$ cat src/rtl/skewed_desync.sv
// ---------------------------------------------------------------------------
// skewed_desync
//   Two-channel stochastic bitstream desynchronizer. It pushes the 1s of the
//   two input streams apart so that out[1] & out[0] is minimised. When both
//   inputs are 1, one of the 1s is saved in a per-channel counter. The saved
//   1 is released later, on a cycle where both inputs are 0. The 1-count of
//   each stream is preserved, up to counter capacity and the bits still
//   pending.
//
// Configuration macro: SKEWED_DESYNC_ALT_EN
//   defined   : alternating priority. Both channels have a save counter, and
//               deferral and release are balanced between the channels.
//   undefined : skewed mode. Only channel 0 has a save counter, and
//               channel 1 always passes through unmodified.
//
// Parameters
//   DEPTH    width of each save counter. Capacity is 2^DEPTH-1 deferred 1s.
//
// Ports
//   clk      in   1   clock
//   rst_n    in   1   asynchronous active-low reset
//   en       in   1   1: desync active; 0: bypass (out = in), state holds
//   in       in   2   input bitstreams (two operands)
//   out      out  2   desynchronized bitstreams, combinational (zero latency)
//   pending  out  1   any save counter nonzero
// ---------------------------------------------------------------------------
module skewed_desync #(
    parameter int DEPTH = 4
) (
    input  logic       clk,
    input  logic       rst_n,
    input  logic       en,
    input  logic [1:0] in,
    output logic [1:0] out,
    output logic       pending
);

    localparam logic [DEPTH-1:0] CNT_MAX = '1;
    localparam logic [DEPTH-1:0] CNT_ONE = DEPTH'(1);

`ifdef SKEWED_DESYNC_ALT_EN

    logic [1:0][DEPTH-1:0] cnt, cnt_nxt;
    logic                  pri, pri_nxt;  // channel that emits on the next 11
    logic                  tgt;           // channel to defer on the next 11
    logic                  src;           // channel released on a 00
    logic [1:0]            sat;

    assign tgt     = ~pri;
    assign sat     = {cnt[1] == CNT_MAX, cnt[0] == CNT_MAX};
    assign pending = |cnt;

    always_comb begin
        // NOTE: every output of this block gets a default first, so no path leaves it unassigned (no latch).
        out     = in;
        cnt_nxt = cnt;
        pri_nxt = pri;
        src     = pri;
        if (en) begin
            case (in)
                2'b11: begin
                    if (!sat[tgt]) begin
                        out          = 2'b00;
                        out[pri]     = 1'b1;
                        cnt_nxt[tgt] = cnt[tgt] + CNT_ONE;
                        pri_nxt      = tgt;
                    end else if (!sat[pri]) begin
                        // The deferral channel is full, so the other channel stores
                        // the bit instead. Priority stays where it is.
                        out          = 2'b00;
                        out[tgt]     = 1'b1;
                        cnt_nxt[pri] = cnt[pri] + CNT_ONE;
                    end
                    // Both counters are full: 11 passes through. This is the only overlap.
                end
                2'b00: begin
                    if (pending) begin
                        // Drain the fuller channel first. On a tie, release from pri.
                        if (cnt[1] > cnt[0]) begin
                            src = 1'b1;
                        end else if (cnt[0] > cnt[1]) begin
                            src = 1'b0;
                        end
                        out          = 2'b00;
                        out[src]     = 1'b1;
                        cnt_nxt[src] = cnt[src] - CNT_ONE;
                        // Toggling pri on a release spreads later ties across both channels.
                        pri_nxt      = ~pri;
                    end
                end
                default: ;  // 10 / 01: a release here would create overlap
            endcase
        end
    end

    always_ff @(posedge clk or negedge rst_n) begin
        if (!rst_n) begin
            cnt <= '0;
            pri <= 1'b1;
        end else begin
            // NOTE: state registers use non-blocking assignment so every flop samples pre-edge values.
            cnt <= cnt_nxt;
            pri <= pri_nxt;
        end
    end

`else

    // Skewed mode: channel 1 always has priority, and cnt1 is implicitly zero.
    logic [DEPTH-1:0] cnt0, cnt0_nxt;

    assign pending = |cnt0;

    always_comb begin
        out      = in;
        cnt0_nxt = cnt0;
        if (en) begin
            case (in)
                2'b11: begin
                    if (cnt0 != CNT_MAX) begin
                        out      = 2'b10;
                        cnt0_nxt = cnt0 + CNT_ONE;
                    end
                end
                2'b00: begin
                    if (cnt0 != '0) begin
                        out      = 2'b01;
                        cnt0_nxt = cnt0 - CNT_ONE;
                    end
                end
                default: ;
            endcase
        end
    end

    always_ff @(posedge clk or negedge rst_n) begin
        if (!rst_n) begin
            cnt0 <= '0;
        end else begin
            cnt0 <= cnt0_nxt;
        end
    end

`endif

endmodule
$ cat config.mk
export PLATFORM = sky130hd
export DESIGN_NAME = skewed_desync
export DESIGN_NICKNAME = d
export VERILOG_FILES = /design/src/rtl/skewed_desync.sv
export SDC_FILE = /design/constraint.sdc
export NUM_CORES = 1
export LEC_CHECK = 0
export CAP_MARGIN = 15
export CORE_AREA = 3 3 40 42
export CTS_BUF_LIST = sky130_fd_sc_hd__clkbuf_4 sky130_fd_sc_hd__clkbuf_8 sky130_fd_sc_hd__clkbuf_16
export DETAILED_ROUTE_END_ITERATION = 10
export DIE_AREA = 0 0 43 45
export SYNTH_ARGS = -nofsm -noshare
export SYNTH_HDL_FRONTEND = slang
export SYNTH_SLANG_ARGS = --single-unit
$ cat constraint.sdc
create_clock -name clk -period 1.77 [get_ports clk]
set_input_delay 0.354 -clock clk [delete_from_list [all_inputs] [get_ports clk]]
set_output_delay 0.354 -clock clk [all_outputs]
set_load 0.03 [all_outputs]
# ---- Yosys cells after proc, flatten, opt, wreduce, memory -nomap -nowiden
# Cells that the tools add are included.
dict set report op_classes {
  add_sub_neg 2
  eq_ne 4
  mux 7
  reduce_logical 5
}
# cell count
set ops {}
lappend ops {{$mux W4} 2}
lappend ops {{$pmux W4 S2} 1}
lappend ops {{$mux W2} 3}
lappend ops {{$add A4 B1 Y4 const B} 1}
lappend ops {{$ne A2 B2 Y1 const B} 2}
lappend ops {{$ne A4 B4 Y1 const B} 1}
lappend ops {{$pmux W2 S2} 1}
lappend ops {{$reduce_and A4 Y1} 1}
lappend ops {{$reduce_bool A4 Y1} 1}
lappend ops {{$reduce_or A4 Y1} 1}
lappend ops {{$sub A4 B1 Y4 const B} 1}
lappend ops {{$eq A2 B2 Y1 const B} 1}
lappend ops {{$logic_not A2 Y1} 1}
lappend ops {{$reduce_bool A2 Y1} 1}
dict set report totals {
  ff_bits 4
  input_bits 5
  output_inout_bits 3
  elab_cells 19
}

# ---- Logic depth before layout (Yosys ltp)
# Gate-level depths: netlist (run 1).
dict set report logic_depth {
  word_depth 4
  ltp_mapped 9
  mapped_depth_nobuf 8
}

# ---- Least setup slack after synthesis (run 1)
# Ideal clock, no wire load.
dict set report synth_timing {
  path_kind {input -> output}
  start {input port in[1]}
  end {output port out[1]}
  t_arrival_ns 1.401
  required_time_ns 1.416
  setup_slack_ns 0.015
  stages 4
  n_path_buf 0
  cell_sequence {inv_1 -> ha_1 -> nor2b_1 -> o21ai_0}
}
dict set report synth_via {
  elab_chain_cells 3
  elab_cells_between_ends 6
}
# element line
set synth_lines {}
lappend synth_lines {{start: declaration} 33} ;# input logic [1:0] in,
lappend synth_lines {{$eq A2 B2 Y1 (tied with other cells)} 118} ;# case (in)
lappend synth_lines {{$pmux W2 S2} 118}
lappend synth_lines {{$mux W2 *} 117} ;# if (en) begin
lappend synth_lines {{end: declaration} 34} ;# output logic [1:0] out,
# Mark *: on every way between the ends. The rest lies on a longest branch, timed or not.

# ---- Worst setup path after layout (run 1)
dict set report layout_timing {
  start {register cnt0[1]}
  end {output port out[0]}
}
dict set report layout_via {
  elab_chain_cells 4
  elab_cells_between_ends 6
}
# element line
set layout_lines {}
lappend layout_lines {{start: declaration} 110} ;# logic [DEPTH-1:0] cnt0, cnt0_nxt;
lappend layout_lines {{start signal: assignment} 140} ;# cnt0 <= cnt0_nxt;
lappend layout_lines {{$ne A4 B4 Y1 or $reduce_bool A4 Y1 (tied branches)} {120, 126}}
lappend layout_lines {{$mux W2, on equally long branches} {120, 126}}
lappend layout_lines {{$pmux W2 S2 *} 118}
lappend layout_lines {{$mux W2 *} 117}
# Marks and branches as above.

==> flow_results.xml, run 1 <==
<?xml version="1.0" encoding="UTF-8"?>
<metrics>
  <group name="final_layout">
    <metric name="fill_cells" unit="">121</metric>
    <metric name="final_layout_size_suffix_gt1_frac" unit="">0.594</metric>
    <metric name="layout.cells.most_common_list" unit="">buf_4, xor2_1, dfrtp_1</metric>
    <metric name="top_regs" unit="">cnt0 x4</metric>
    <metric name="synthToLayoutAreaGrowth" unit="%">69.3</metric>
    <metric name="finish.net_count" unit="">75</metric>
    <metric name="final_core_util" unit="">0.483</metric>
    <metric name="top_register" unit="">cnt0</metric>
    <metric name="mostFrequentLayoutCell" unit="">buf_4</metric>
    <metric name="antenna-diode-count" unit="">0</metric>
    <metric name="max_ffs_per_register" unit="">4</metric>
  </group>
  <group name="floorplan">
    <metric name="start_util" unit="">0.285</metric>
    <metric name="top_level_ports" unit="">8</metric>
    <metric name="dieHeight" unit="um">45</metric>
    <metric name="coreArea" unit="um^2">1280</metric>
    <metric name="placementRows" unit="">13</metric>
    <metric name="fp.dieW" unit="um">43</metric>
    <metric name="die_area" unit="um^2">1940</metric>
  </group>
  <group name="pwr">
    <metric name="power_per_cell_area" unit="nW/um^2">1110</metric>
    <metric name="power.leakage" unit="nW">0.291</metric>
    <metric name="p_total" unit="uW">690</metric>
    <metric name="irDropWorstVdd" unit="V">0.000551</metric>
  </group>
  <group name="place">
    <metric name="globalplace.congestion" unit="">0.674</metric>
    <metric name="hpwl" unit="um">649</metric>
    <metric name="pre_cts_ws" unit="ns">-0.885</metric>
    <metric name="buffer_ports.inserted" unit="">7</metric>
  </group>
  <group name="flow_run">
    <metric name="maxCapViolations" unit="">0</metric>
  </group>
  <group name="drt">
    <metric name="drt_first_pass_iters" unit="">4</metric>
    <metric name="detailroute.via_count" unit="">362</metric>
    <metric name="routedWlPerCell" unit="um">10.1</metric>
    <metric name="viasPerCell" unit="">4.58</metric>
    <metric name="drtIter0Drc" unit="">3</metric>
    <metric name="antenna_violating_nets_post_route" unit="">0</metric>
    <metric name="post-route-drc-count" unit="">0</metric>
    <metric name="postRouteWirelength" unit="um">796</metric>
  </group>
  <group name="yosys">
    <metric name="postSynthNetCount" unit="">47</metric>
    <metric name="synth-main-ff-cell" unit="">dfrtp_1</metric>
    <metric name="post_synth_edffs" unit="">0</metric>
    <metric name="ys.warnings.count" unit="">0</metric>
    <metric name="synth_cells" unit="">38</metric>
    <metric name="synthArstFlopShare" unit="">1.00</metric>
    <metric name="seq_area_frac_synth" unit="">0.273</metric>
    <metric name="syn_area" unit="um^2">367</metric>
    <metric name="ys_seq_elements" unit="">4</metric>
    <metric name="synth.avg_cell_area" unit="um^2">9.65</metric>
    <metric name="synth.lib_cells_used.distinct" unit="">22</metric>
  </group>
  <group name="critical_path">
    <metric name="worst_ep_arrival_time" unit="ns">1.50</metric>
    <metric name="critical-path-top-delay-family" unit="">simple AND/OR/NAND/NOR gates</metric>
    <metric name="r2r_slack" unit="ns">0.01</metric>
    <metric name="worst_r2r_startpoint" unit="">cnt0[1]$_DFFE_PN0P_</metric>
    <metric name="crit_start" unit="">cnt0[1]$_DFFE_PN0P_</metric>
    <metric name="path_buf_inv" unit="">1</metric>
    <metric name="timing.critical_path.cells" unit="">or4_4 -&gt; a21oi_2 -&gt; nor2_1 -&gt; buf_4</metric>
    <metric name="critical-path-max-stage-delay" unit="ns">0.54</metric>
    <metric name="cp_num_cells" unit="">4</metric>
    <metric name="critical_path.endpoint" unit="">out[0]</metric>
    <metric name="critPathLaunchType" unit="">register</metric>
    <metric name="critPathRequiredTime" unit="ns">1.42</metric>
    <metric name="reg2reg_to" unit="">cnt0[1]$_DFFE_PN0P_</metric>
    <metric name="cpMaxStageDelayCell" unit="">or4_4</metric>
    <metric name="worstPathMaxFanout" unit="">2</metric>
    <metric name="worst-setup-path-type" unit="">reg -&gt; out</metric>
    <metric name="crit_path_end_kind" unit="">output port</metric>
    <metric name="r2r.worst_path.cells" unit="">5</metric>
  </group>
  <group name="global_routing">
    <metric name="grt_usage" unit="">0.102</metric>
    <metric name="grt_max_degree" unit="">7</metric>
    <metric name="grt_first_pass_wirelength" unit="um">1420</metric>
    <metric name="grt.overflow.total" unit="">0</metric>
    <metric name="first_global_vias" unit="">348</metric>
    <metric name="number_of_antenna_violations_at_the_first_check_in_global_routing" unit="">0</metric>
  </group>
  <group name="clock_network">
    <metric name="max-clock-path-buffers" unit="">2</metric>
    <metric name="cts.sinks" unit="">4</metric>
    <metric name="clock_insertion_delay_worst_skew" unit="ns">0.24</metric>
    <metric name="cts_tree" unit="">yes</metric>
    <metric name="cts.root.buffer_cell" unit="">clkbuf_4</metric>
    <metric name="cts_buffers" unit="">3</metric>
    <metric name="clock_tree.htree_level_count" unit="">1</metric>
    <metric name="cts-hold-fix-buffers" unit="">0</metric>
    <metric name="clk_pin_slew_worst_paths" unit="ns">0.04</metric>
  </group>
  <group name="timing">
    <metric name="hold_slack" unit="ns">0.312</metric>
    <metric name="timing.clock.skew" unit="ns">0.00682</metric>
    <metric name="grt_setup_unrepaired" unit="">yes</metric>
    <metric name="share_of_the_cycle_needed_by_the_critical_path_after_routing" unit="">1.05</metric>
    <metric name="tightest_slew" unit="ns">0.272</metric>
    <metric name="fin_ws" unit="ns">-0.0866</metric>
    <metric name="finalMaxSlewViolations" unit="">0</metric>
    <metric name="min_period" unit="ns">1.86</metric>
    <metric name="hold_viol" unit="">0</metric>
    <metric name="final-setup-viol-count" unit="">2</metric>
    <metric name="fmax" unit="MHz">539</metric>
    <metric name="maxSlewHeadroom" unit="">0.817</metric>
  </group>
  <group name="worst_hold_path">
    <metric name="kind_of_path_behind_the_tightest_hold_check" unit="">in -&gt; async</metric>
  </group>
  <group name="status">
    <metric name="failed_checks" unit="">setup timing</metric>
    <metric name="run_status" unit="">finished with violations</metric>
  </group>
</metrics>
[cells in the mapped netlist (all sizes together) (2+ instances only)]
| cell type | number | area (um^2) |
|---|---|---|
| xor2 | 5 | 43.8 |
| a21oi | 3 | 15.0 |
| nand2 | 2 | 7.51 |
| o21ai | 3 | 15.0 |
| ha | 4 | 50.1 |
| dfrtp | 4 | 100 |
| inv | 2 | 7.51 |
| nor2 | 2 | 10.0 |
[worst min-delay path by stage]
stage / start / end / cells past startpoint
2_1_floorplan: rst_n / cnt0[0]$_DFFE_PN0P_ / 0
3_3_place_gp: cnt0[3]$_DFFE_PN0P_ / cnt0[3]$_DFFE_PN0P_ / 2
3_5_place_dp: cnt0[3]$_DFFE_PN0P_ / cnt0[3]$_DFFE_PN0P_ / 2
4_1_cts: rst_n / cnt0[3]$_DFFE_PN0P_ / 1
5_1_grt: rst_n / cnt0[1]$_DFFE_PN0P_ / 1
6_report: rst_n / cnt0[2]$_DFFE_PN0P_ / 1
[worst register-to-register path, stage by stage, from the launching register on]
cell	delay (ns)
dfrtp_1	0.37
or4_4	0.54
buf_4	0.16
mux2i_4	0.18
nor2_2	0.09
mux2_4	0.30
[per-layer routing]
metal	wire, um	up-vias	track usage
met4	23	0	0.0723
met2	368	5	0.141
met5	0	-	0
met3	30	4	0.0478
li1	-	189	-
met1	374	164	0.124
[report_power, final]
group	switching, mW	internal [mW]	leakage [nW]	total [mW]
clock network	0.0398	0.0760	0.0138	0.116
logic	0.186	0.221	0.230	0.407
registers	0.0274	0.140	0.0473	0.168
total	0.254	0.437	0.291	0.690
[cells by family (layout without fill, tap and decap cells)]
group,count (synthesis),in the layout,synth area share
xor+xnor,5,5,0.119
fa+ha+maj,4,4,0.137
mux,2,2,0.102
simple gates,11,11,0.177
flops,4,4,0.273
buf+inv,3,29,0.0341
compound gates,9,9,0.157
[metrics by stage]
step / cells / area [um^2] / setup TNS, ns
floorplan: 38 / 367 / 0
finish: 79 / 621 / -0.138
CTS: 78 / 623 / -0.163
detailed placement: 75 / 568 / -3.51
global placement: 75 / 568 / -3.34
global route: 79 / 621 / -0.292
[what timing repair did]
| action | CTS | global route |
|---|---|---|
| pin swaps | 3 | 3 |
| resized for setup | 29 | 2 |
| endpoints found under the setup margin | 7 | 7 |
| hold endpoints to repair | 0 | 0 |
| buffers inserted | 0 | 1 |
[cell type report]
| cell class | instances | area (um^2) | share of cell area |
|---|---|---|---|
| Multi-Input combinational cell | 31 | 289 | 0.466 |
| Timing Repair Buffer | 24 | 183 | 0.294 |
| Sequential cell | 4 | 100 | 0.161 |
| Clock buffer | 3 | 22.5 | 0.0363 |
| Tap cell | 15 | 18.8 | 0.0302 |
| Inverter | 2 | 7.51 | 0.0121 |
No activity file was read; power rests on OpenSTA's default activity.
==> run 2: changes to the inputs <==
--- a/config.mk
+++ b/config.mk
@@ -8,6 +8,7 @@
 export CAP_MARGIN = 15
 export CORE_AREA = 3 3 40 42
 export CTS_BUF_LIST = sky130_fd_sc_hd__clkbuf_4 sky130_fd_sc_hd__clkbuf_8 sky130_fd_sc_hd__clkbuf_16
+export CTS_CLUSTER_SIZE = 25
 export DETAILED_ROUTE_END_ITERATION = 10
 export DIE_AREA = 0 0 43 45
 export SYNTH_ARGS = -nofsm -noshare
==> results of run 2 <==
The final DEF is identical to that of run 1; final timing and power are the same.
